--- config.mk ---
export PLATFORM = sky130hd
export DESIGN_NAME = ask2_modulator_flat
export DESIGN_NICKNAME = d
export VERILOG_FILES = /design/src/rtl/ask2_modulator_if.sv /design/src/rtl/ask2_modulator.sv /design/src/flat_wrapper.sv
export SDC_FILE = /design/constraint.sdc
export NUM_CORES = 1
export LEC_CHECK = 0
export CAP_MARGIN = 25
export CORE_MARGIN = 3
export CORE_UTILIZATION = 55
export DETAILED_ROUTE_END_ITERATION = 16
export PLACE_DENSITY = 0.81
export REMOVE_ABC_BUFFERS = 1
export SLEW_MARGIN = 5
export SYNTH_ARGS = -nofsm -noshare
export SYNTH_HDL_FRONTEND = slang
export SYNTH_SLANG_ARGS = --single-unit
--- constraint.sdc ---
create_clock -name clk -period 3.4 [get_ports clk]
set_input_delay 0.51 -clock clk [delete_from_list [all_inputs] [get_ports clk]]
set_output_delay 0.51 -clock clk [all_outputs]
set_load 0.02 [all_outputs]
--- src/rtl/ask2_modulator_if.sv ---
// ask2_modulator_if: groups the 2ASK modulator's control inputs and its
// symbol/sample outputs into one bundle.
//   master modport : drives en, fcw, bit_in; observes all modulator outputs
//   slave  modport : the modulator side (receives controls, drives outputs)
// Signals:
//   en        run enable; low freezes all counters
//   fcw       carrier frequency control word
//   bit_in    serial data bit from the PN source
//   sym_clk   registered 50% symbol clock (PN source shifts on rising edge)
//   sym_stb   one-cycle pulse, a new bit was captured
//   bit_hold  currently keyed bit
//   carrier   signed unkeyed carrier sample
//   ask_out   signed keyed sample
//   ask_valid ask_out is valid
interface ask2_modulator_if #(
  parameter int PHASE_W = 16
);
  logic               en;
  logic [PHASE_W-1:0] fcw;
  logic               bit_in;
  logic               sym_clk;
  logic               sym_stb;
  logic               bit_hold;
  logic signed [7:0]  carrier;
  logic signed [7:0]  ask_out;
  logic               ask_valid;

  modport master (
    output en, fcw, bit_in,
    input  sym_clk, sym_stb, bit_hold, carrier, ask_out, ask_valid
  );

  modport slave (
    input  en, fcw, bit_in,
    output sym_clk, sym_stb, bit_hold, carrier, ask_out, ask_valid
  );
endinterface

--- src/rtl/ask2_modulator.sv ---
// ask2_modulator: binary on-off-keying (2ASK) modulator.
// Generates a symbol clock for the upstream PN source, captures the PN bit
// half a symbol after each shift, and keys a 32-entry sine carrier with it.
// Ports:
//   clk    system clock
//   rst_n  asynchronous active-low reset
//   bus    ask2_modulator_if.slave (en, fcw, bit_in in; symbol and sample
//          outputs out)
// Parameters:
//   SYM_DIV  clk cycles per symbol (even, >= 4)
//   PHASE_W  phase accumulator width (>= 5)
module ask2_modulator #(
  parameter int SYM_DIV = 64,
  parameter int PHASE_W = 16
) (
  input  logic                 clk,
  input  logic                 rst_n,
  ask2_modulator_if.slave      bus
);

  localparam int CNT_W = (SYM_DIV > 2) ? $clog2(SYM_DIV) : 1;
  localparam logic [CNT_W-1:0] CNT_LAST = CNT_W'(SYM_DIV - 1);
  localparam logic [CNT_W-1:0] CNT_HALF = CNT_W'(SYM_DIV / 2);

  // Symbol timing / capture state
  logic [CNT_W-1:0]   r_sym_cnt;
  logic               r_sym_clk;
  logic               r_sym_stb;
  logic               r_bit_hold;
  logic [PHASE_W-1:0] r_phase;

  // Output pipeline
  logic signed [7:0]  r_carrier;
  logic               r_bit_d;
  logic               r_v1;
  logic signed [7:0]  r_ask_out;
  logic               r_ask_valid;

  logic [CNT_W-1:0]   w_cnt_nxt;
  logic               w_capture;
  logic [4:0]         w_idx;
  logic signed [7:0]  w_lut;

  // Quarter-wave magnitude of round(127*sin(2*pi*k/32)) for k = 0..8.
  function automatic logic [6:0] quarter_mag(input logic [3:0] off);
    logic [6:0] m;
    case (off)
      4'd0:    m = 7'd0;
      4'd1:    m = 7'd25;
      4'd2:    m = 7'd49;
      4'd3:    m = 7'd71;
      4'd4:    m = 7'd90;
      4'd5:    m = 7'd106;
      4'd6:    m = 7'd117;
      4'd7:    m = 7'd125;
      default: m = 7'd127;
    endcase
    return m;
  endfunction

  // Full 32-entry table folded onto one quarter: k[3] mirrors the offset
  // within the half-period, k[4] negates for the second half.
  function automatic logic signed [7:0] sine_lut(input logic [4:0] k);
    logic [3:0]        off;
    logic signed [7:0] mag;
    off = k[3] ? (4'd8 - {1'b0, k[2:0]}) : {1'b0, k[2:0]};
    mag = $signed({1'b0, quarter_mag(off)});
    return k[4] ? -mag : mag;
  endfunction

  always_comb begin
    w_cnt_nxt = (r_sym_cnt == CNT_LAST) ? '0 : r_sym_cnt + 1'b1;
    w_capture = bus.en && (r_sym_cnt == CNT_HALF);
    w_idx     = r_phase[PHASE_W-1 -: 5];
    w_lut     = sine_lut(w_idx);
  end

  // Symbol counter, symbol clock, bit capture and phase accumulator.
  // sym_clk is loaded from the next count so it stays a clean register output.
  always_ff @(posedge clk or negedge rst_n) begin
    if (!rst_n) begin
      r_sym_cnt  <= '0;
      r_sym_clk  <= 1'b1;
      r_sym_stb  <= 1'b0;
      r_bit_hold <= 1'b0;
      r_phase    <= '0;
    end else begin
      r_sym_stb <= w_capture;
      if (w_capture) begin
        r_bit_hold <= bus.bit_in;
      end
      if (bus.en) begin
        r_sym_cnt <= w_cnt_nxt;
        r_sym_clk <= (w_cnt_nxt < CNT_HALF);
        r_phase   <= r_phase + bus.fcw;
      end
    end
  end

  // Two-stage output pipeline; advances every cycle regardless of en so that
  // ask_valid drains and refills with a fixed latency.
  always_ff @(posedge clk or negedge rst_n) begin
    if (!rst_n) begin
      r_carrier   <= '0;
      r_bit_d     <= 1'b0;
      r_v1        <= 1'b0;
      r_ask_out   <= '0;
      r_ask_valid <= 1'b0;
    end else begin
      r_carrier   <= w_lut;
      r_bit_d     <= r_bit_hold;
      r_v1        <= bus.en;
      r_ask_out   <= (r_v1 && r_bit_d) ? r_carrier : '0;
      r_ask_valid <= r_v1;
    end
  end

  assign bus.sym_clk   = r_sym_clk;
  assign bus.sym_stb   = r_sym_stb;
  assign bus.bit_hold  = r_bit_hold;
  assign bus.carrier   = r_carrier;
  assign bus.ask_out   = r_ask_out;
  assign bus.ask_valid = r_ask_valid;

endmodule
--- src/flat_wrapper.sv ---
// flat-port wrapper written by rule: the top's interface ports become plain ports
module ask2_modulator_flat 
#(
  parameter int SYM_DIV = 64,
  parameter int PHASE_W = 16
)
  (clk, rst_n, bus_en, bus_fcw, bus_bit_in, bus_sym_clk, bus_sym_stb, bus_bit_hold, bus_carrier, bus_ask_out, bus_ask_valid);
  ask2_modulator_if #(.PHASE_W(PHASE_W)) bus_i ();
  input  logic clk;
  input  logic rst_n;
  input wire logic [$bits(bus_i.en)-1:0] bus_en;
  input wire logic [$bits(bus_i.fcw)-1:0] bus_fcw;
  input wire logic [$bits(bus_i.bit_in)-1:0] bus_bit_in;
  output wire logic [$bits(bus_i.sym_clk)-1:0] bus_sym_clk;
  output wire logic [$bits(bus_i.sym_stb)-1:0] bus_sym_stb;
  output wire logic [$bits(bus_i.bit_hold)-1:0] bus_bit_hold;
  output wire logic [$bits(bus_i.carrier)-1:0] bus_carrier;
  output wire logic [$bits(bus_i.ask_out)-1:0] bus_ask_out;
  output wire logic [$bits(bus_i.ask_valid)-1:0] bus_ask_valid;
  assign bus_i.en = bus_en;
  assign bus_i.fcw = bus_fcw;
  assign bus_i.bit_in = bus_bit_in;
  assign bus_sym_clk = bus_i.sym_clk;
  assign bus_sym_stb = bus_i.sym_stb;
  assign bus_bit_hold = bus_i.bit_hold;
  assign bus_carrier = bus_i.carrier;
  assign bus_ask_out = bus_i.ask_out;
  assign bus_ask_valid = bus_i.ask_valid;
  ask2_modulator #(.SYM_DIV(SYM_DIV), .PHASE_W(PHASE_W)) u_core (.clk(clk), .rst_n(rst_n), .bus(bus_i));
endmodule
==> impl_metrics.py, run 1 <==
metrics = {
    "detailed_routing": {
        "num_vias": 2395,
        "drtIter0Drc": 98,
        "via_per_inst": 5.97,
        "wl_um": 6210,
        "drt_pass1_iterations": 4,
        "detail_route.drc_violations": 0,
        "ant_nets": 0,
        "wl_per_cell_um": 15.5,
    },
    "yosys": {
        "synth_edf_count": 0,
        "synth-seq-area-share_pct": 38.3,
        "synth_cell_types": 68,
        "syn_inst": 295,
        "syn_avg_cell_area_um2": 9.75,
        "synth-seq-cells": 44,
        "synthArstFlopShare_pct": 100,
        "synthFlopType": "dfrtp_1",
        "synthesis.area_um2": 2880,
        "yosys_warnings": 0,
    },
    "pwr": {
        "cellPowerDensity_nw_per_um2": 988,
        "leakagePower_nw": 1.57,
        "max-vdd-ir-drop_mv": 0.456,
    },
    "cells_and_area": {
        "drive_above_1_share_pct": 9.28,
        "ff_latch_area_um2": 1100,
        "post-route-cell-area_um2": 3460,
        "post-route-util_pct": 70.9,
        "stdcell_count": 401,
        "fillers": 382,
        "multi_input_area_um2": 1660,
        "area_delta_synth_final_pct": 20.3,
        "nNetsFinal": 376,
        "n_antenna_cell": 0,
    },
    "die": {
        "design.core.area_um2": 4880,
        "num_io_pins": 40,
        "initial_utilization_pct": 58.9,
        "die-area_um2": 6130,
        "die_w_um": 78.3,
        "die_height_um": 78.3,
        "rows": 25,
    },
    "placement": {
        "gp_congestion": 0.873,
        "place_hpwl_um": 4590,
        "dp.cells": 392,
        "port-buffer-count": 39,
        "placed_area_um2": 3310,
    },
    "cts": {
        "clockBufferDepth": 2,
        "postCtsSetupBuffers": 0,
        "cts_resized": 0,
        "h-tree-depth": 2,
        "path_clk_slew_ns": 0.08,
        "root_buffer": "clkbuf_8",
        "cts.sinks": 44,
        "hold_buffers": 0,
        "numCtsBuffers": 5,
        "cts_tree": "built",
        "clk_latency_ns": 0.29,
    },
    "worst_setup_path": {
        "worstSetupStartpointType": "register",
        "path_cells": "inv_1, ha_1, mux2i_1, inv_1, ha_1, a21oi_1, and2_1, ha_1, nand2b_1, o311a_1, nor3_2",
        "crit_slowest_cell": "dfrtp_1",
        "cpMostUsedCell": "ha_1",
        "crit_path_max_incr_delay_ns": 0.50,
        "critPathArrivalTime_ns": 3.16,
        "end_kind": "register",
        "path_max_fanout": 9,
        "required_ns": 3.62,
        "crit_type": "register to register",
        "rr_worst_depth": 11,
    },
    "sta": {
        "worst_clock_skew_ns": 0.00704,
        "final_max_slew_viol_count": 0,
        "worst_pin_slew_ns": 0.609,
        "finalSetupViolations": 0,
        "hold_viol": 0,
        "tns_ns": 0,
        "relSlewSlack_pct": 59.4,
        "min_period_ns": 2.94,
        "rsz0062_at_grt": "no",
        "max_freq_mhz": 340,
        "fin_crit_sh_pct": 86.5,
    },
    "grt": {
        "grt_max_degree": 45,
        "grt_pass1_vias": 2376,
        "grt-ovfl-total": 0,
        "grt_use_total_pct": 21.7,
        "antenna_found_initial": 0,
        "grt_pass1_wl_um": 10800,
    },
    "outcome": {
        "status": "finished clean",
    },
    "min_path": {
        "hold_class": "primary input to asynchronous set/reset pin",
    },
    "job": {
        "max_cap_viol_count": 0,
    },
}
cells in the mapped netlist, drive strengths merged (3+ instances only):
cell type	number	area, um2
a211oi	5	37.5
a21o	12	91.3
a21oi	21	109
and3	12	75.1
buf	5	26.3
clkbuf	5	20.0
dfrtp	43	1080
ha	22	275
inv	18	67.6
mux2	7	82.6
mux2i	4	40.0
nand2	29	109
nand2b	3	18.8
nand3	7	35.0
nand4	6	37.5
nor2	9	33.8
nor3	5	35.0
nor4	5	37.5
o2111ai	3	26.3
o21ai	14	70.1
o221ai	4	41.3
o31ai	3	22.5
o41ai	3	33.8
xnor2	10	106
routing by layer:
metal  routed length, um  part of all wire [%]  track usage [%]  vias up
li1                    -                     -                -     1177
met1                2710                    44             26.9     1141
met2                3130                    50             38.5       69
met3                 296                   4.8             4.36        8
met4                  74                   1.2             5.94        0
met5                   0                     0                0        -
layout by cell type (no fill, tap or decap), types with 3 or more instances in the layout:
| master | count |
|---|---|
| clkdlybuf4s50_1 | 38 |
| clkbuf_8 | 5 |
| nand2b_1 | 3 |
| nand2_1 | 29 |
| ha_1 | 22 |
| o2111ai_1 | 3 |
| a21oi_1 | 20 |
| dfrtp_1 | 43 |
| o221ai_1 | 3 |
| mux2_2 | 6 |
| nor4_1 | 4 |
| o31ai_1 | 3 |
| nor3_1 | 3 |
| nor2_1 | 9 |
| a211oi_1 | 5 |
| a21o_1 | 11 |
| inv_1 | 18 |
| nand4_1 | 6 |
| xnor2_1 | 9 |
| mux2i_1 | 4 |
| o21ai_0 | 12 |
| nand3_1 | 7 |
| and3_1 | 12 |
report_power, final:
part,internal (mW),switching (mW)
registers,0.734,0.195
clock network,0.294,0.175
logic,0.901,1.12
per-stage QoR:
stage / hold slack [ns] / setup slack, ns / power, mW
floorplan: 0.214 / 0.848 / 2.41
global placement: 0.399 / 0.645 / 2.84
detailed placement: 0.404 / 0.541 / 2.92
CTS: 0.396 / 0.484 / 3.42
global route: 0.00760 / 0.183 / 3.72
finish: 0.0193 / 0.458 / 3.42
cell families after synthesis:
kind of cell / share of synthesized area (%)
xor+xnor: 4.31
fa+ha+maj: 10.3
simple gates: 17.1
buf+inv: 3.96
flops: 38.3
compound gates: 21.7
mux: 4.26
sequential cells by signal, summed over array words and instances, names as in the netlist:
name and flops:
u_core.bus.sym_stb 1, u_core.bus.ask_out 8, u_core.bus.carrier 8, u_core.r_sym_cnt 6, u_core.r_bit_d 1, u_core.bus.sym_clk 1
u_core.bus.bit_hold 1, u_core.r_phase 16, u_core.r_v1 1, u_core.bus.ask_valid 1
critical path, delay by kind of cell, from the launching register on:
family                     cells  cell delay, ns
muxes                          1            0.39
DFF                            1            0.50
AOI/OAI and AO/OA              2            0.46
adders and majority gates      3            0.82
and+or+nand+nor                3            0.40
buffers and inverters          2            0.29
area by class of cell:
type	instances	area share [%]
Sequential cell	44	31.9
Timing Repair Buffer	41	11.9
Inverter	18	1.95
Multi-Input combinational cell	223	48.0
Clock buffer	6	2.10
Clock inverter	2	1.74
Tap cell	67	2.42
path summary, 6_finish.rpt:
check	startpoint	endpoint	slack, ns
min in group clk	u_core.bus.bit_hold	u_core.r_bit_d	0.42
max in group asynchronous	rst_n	u_core.bus.ask_out[7]	2.96
min	rst_n	u_core.r_sym_cnt[1]	0.02
max reg2reg	u_core.r_phase[11]	u_core.bus.carrier[6]	0.46
max	u_core.r_phase[11]	u_core.bus.carrier[6]	0.46
min reg2reg	u_core.bus.bit_hold	u_core.r_bit_d	0.42
Note: power is estimated with default switching activity, not from simulation.
==> inputs of run 2 (changes only) <==
--- a/config.mk
+++ b/config.mk
@@ -6,10 +6,13 @@
 export NUM_CORES = 1
 export LEC_CHECK = 0
 export CAP_MARGIN = 25
+export CELL_PAD_IN_SITES_DETAIL_PLACEMENT = 0
+export CELL_PAD_IN_SITES_GLOBAL_PLACEMENT = 2
 export CORE_MARGIN = 3
-export CORE_UTILIZATION = 55
+export CORE_UTILIZATION = 35
+export CTS_CLUSTER_DIAMETER = 30
 export DETAILED_ROUTE_END_ITERATION = 16
-export PLACE_DENSITY = 0.81
+export PLACE_DENSITY = 0.82
 export REMOVE_ABC_BUFFERS = 1
 export SLEW_MARGIN = 5
 export SYNTH_ARGS = -nofsm -noshare
==> impl_metrics.py, run 2 (same netlist as run 1, synthesis figures left out) <==
metrics = {
    "cells_and_area": {
        "most-common-layout-cells": "dfrtp_1, clkdlybuf4s50_1, nand2_1",
        "area_delta_synth_final_pct": 21.4,
        "largest_register_ffs": 16,
        "n_antenna_cell": 0,
        "regMostFlops": "u_core.r_phase",
        "drive_above_1_share_pct": 9.85,
        "final_common_cell": "dfrtp_1",
        "fillers": 761,
        "post-route-util_pct": 44.5,
        "stdcell_count": 437,
        "nNetsFinal": 377,
    },
    "placement": {
        "port-buffer-count": 39,
        "gp_congestion": 0.872,
        "dp.cells": 428,
        "place_hpwl_um": 4680,
    },
    "cts": {
        "numCtsBuffers": 5,
        "root_buffer": "clkbuf_8",
        "cts_resized": 0,
        "hold_buffers": 0,
        "clk_latency_ns": 0.30,
        "cts.sinks": 44,
        "cts_tree": "built",
        "h-tree-depth": 2,
        "postCtsSetupBuffers": 0,
        "path_clk_slew_ns": 0.09,
        "clockBufferDepth": 2,
    },
    "sta": {
        "rsz0062_at_grt": "no",
        "worst_pin_slew_ns": 0.532,
        "hold_viol": 0,
        "relSlewSlack_pct": 64.2,
        "finalSetupViolations": 0,
        "final_max_slew_viol_count": 0,
        "fin_crit_sh_pct": 87.3,
        "worst_clock_skew_ns": 0.00896,
        "tns_ns": 0,
        "max_freq_mhz": 337,
        "min_period_ns": 2.97,
    },
    "detailed_routing": {
        "wl_per_cell_um": 14.2,
        "detail_route.drc_violations": 0,
        "drtIter0Drc": 90,
        "drt_pass1_iterations": 4,
        "wl_um": 6220,
        "ant_nets": 0,
        "num_vias": 2303,
        "via_per_inst": 5.27,
    },
    "worst_setup_path": {
        "crit_type": "register to register",
        "rrSetupSlack_ns": 0.43,
        "path_max_fanout": 9,
        "rr_startpoint": "u_core.r_phase[11]",
        "rr_worst_depth": 11,
        "required_ns": 3.62,
        "reg2reg_to": "u_core.bus.carrier[6]",
        "end_kind": "register",
        "worstSetupStartpointType": "register",
        "critPathArrivalTime_ns": 3.19,
    },
    "die": {
        "die_height_um": 96.7,
        "initial_utilization_pct": 36.7,
        "die_w_um": 96.7,
        "die-area_um2": 9340,
        "num_io_pins": 40,
        "design.core.area_um2": 7850,
        "rows": 32,
    },
    "grt": {
        "grt_pass1_vias": 2251,
        "grt_max_degree": 45,
        "grt_pass1_wl_um": 11000,
        "grt-ovfl-total": 0,
        "antenna_found_initial": 0,
        "grt_use_total_pct": 14.0,
    },
    "pwr": {
        "leakagePower_nw": 1.56,
        "cellPowerDensity_nw_per_um2": 957,
        "max-vdd-ir-drop_mv": 0.399,
        "power_mw": 3.34,
    },
    "min_path": {
        "hold_class": "primary input to asynchronous set/reset pin",
    },
    "outcome": {
        "status": "finished clean",
    },
    "job": {
        "max_cap_viol_count": 0,
    },
}
run 2: cell types whose count changed in the layout (fill, tap and decap cells not counted), sizes merged:
cell      delta
bufinv       -1
clkbuf       -1
inv          +1
buf          +1
clkinvlp     +1
run 2: metrics by stage:
stage | instance area (um2) | setup slack, ns | hold slack, ns
floorplan | 2830 | 0.848 | 0.214
global placement | 3360 | 0.587 | 0.409
detailed placement | 3360 | 0.477 | 0.403
CTS | 3470 | 0.430 | 0.423
global route | 3490 | 0.0505 | 0.0307
finish | 3490 | 0.432 | 0.0432
run 2: worst max path at each step:
stage / startpoint / end / slack, ns / depth (start not counted)
after global placement: u_core.r_phase[11] / u_core.bus.carrier[6] / 0.59 / 11
final: u_core.r_phase[11] / u_core.bus.carrier[6] / 0.43 / 11
after CTS: u_core.r_phase[11] / u_core.bus.carrier[6] / 0.43 / 11
after floorplan: u_core.r_phase[11] / u_core.bus.carrier[6] / 0.85 / 11
after global routing: u_core.r_phase[11] / u_core.bus.carrier[6] / 0.05 / 11
after detailed placement: u_core.r_phase[11] / u_core.bus.carrier[6] / 0.48 / 10
run 2: worst max-delay path, cell delays in order, from the launching register on:
cell,delay (ns)
dfrtp_1,0.51
inv_1,0.18
ha_1,0.35
mux2i_1,0.39
inv_1,0.11
ha_1,0.32
a21oi_1,0.15
and2_1,0.15
ha_1,0.17
nand2b_1,0.09
o311a_1,0.31
nor3_2,0.16
run 2: final cells by class:
class | instances | area, um2 | share of cell area, %
Clock buffer | 5 | 68.8 | 1.97
Clock inverter | 3 | 46.3 | 1.33
Inverter | 18 | 67.6 | 1.93
Multi-Input combinational cell | 223 | 1660 | 47.5
Sequential cell | 44 | 1100 | 31.6
Tap cell | 102 | 128 | 3.65
Timing Repair Buffer | 42 | 420 | 12.0
run 2: power by group:
part / internal [mW] / switching (mW)
Combinational: 0.898 / 1.09
Sequential: 0.733 / 0.195
Clock: 0.222 / 0.202
Total: 1.85 / 1.49
run 2: layer usage:
metal  GRT usage (%)  part of all wire (%)  vias up
met5               0                     0        -
met3            2.88                   3.9        9
li1                -                     -     1181
met2            20.6                    42       53
met1            20.9                    52     1060
met4            3.67                   1.3        0
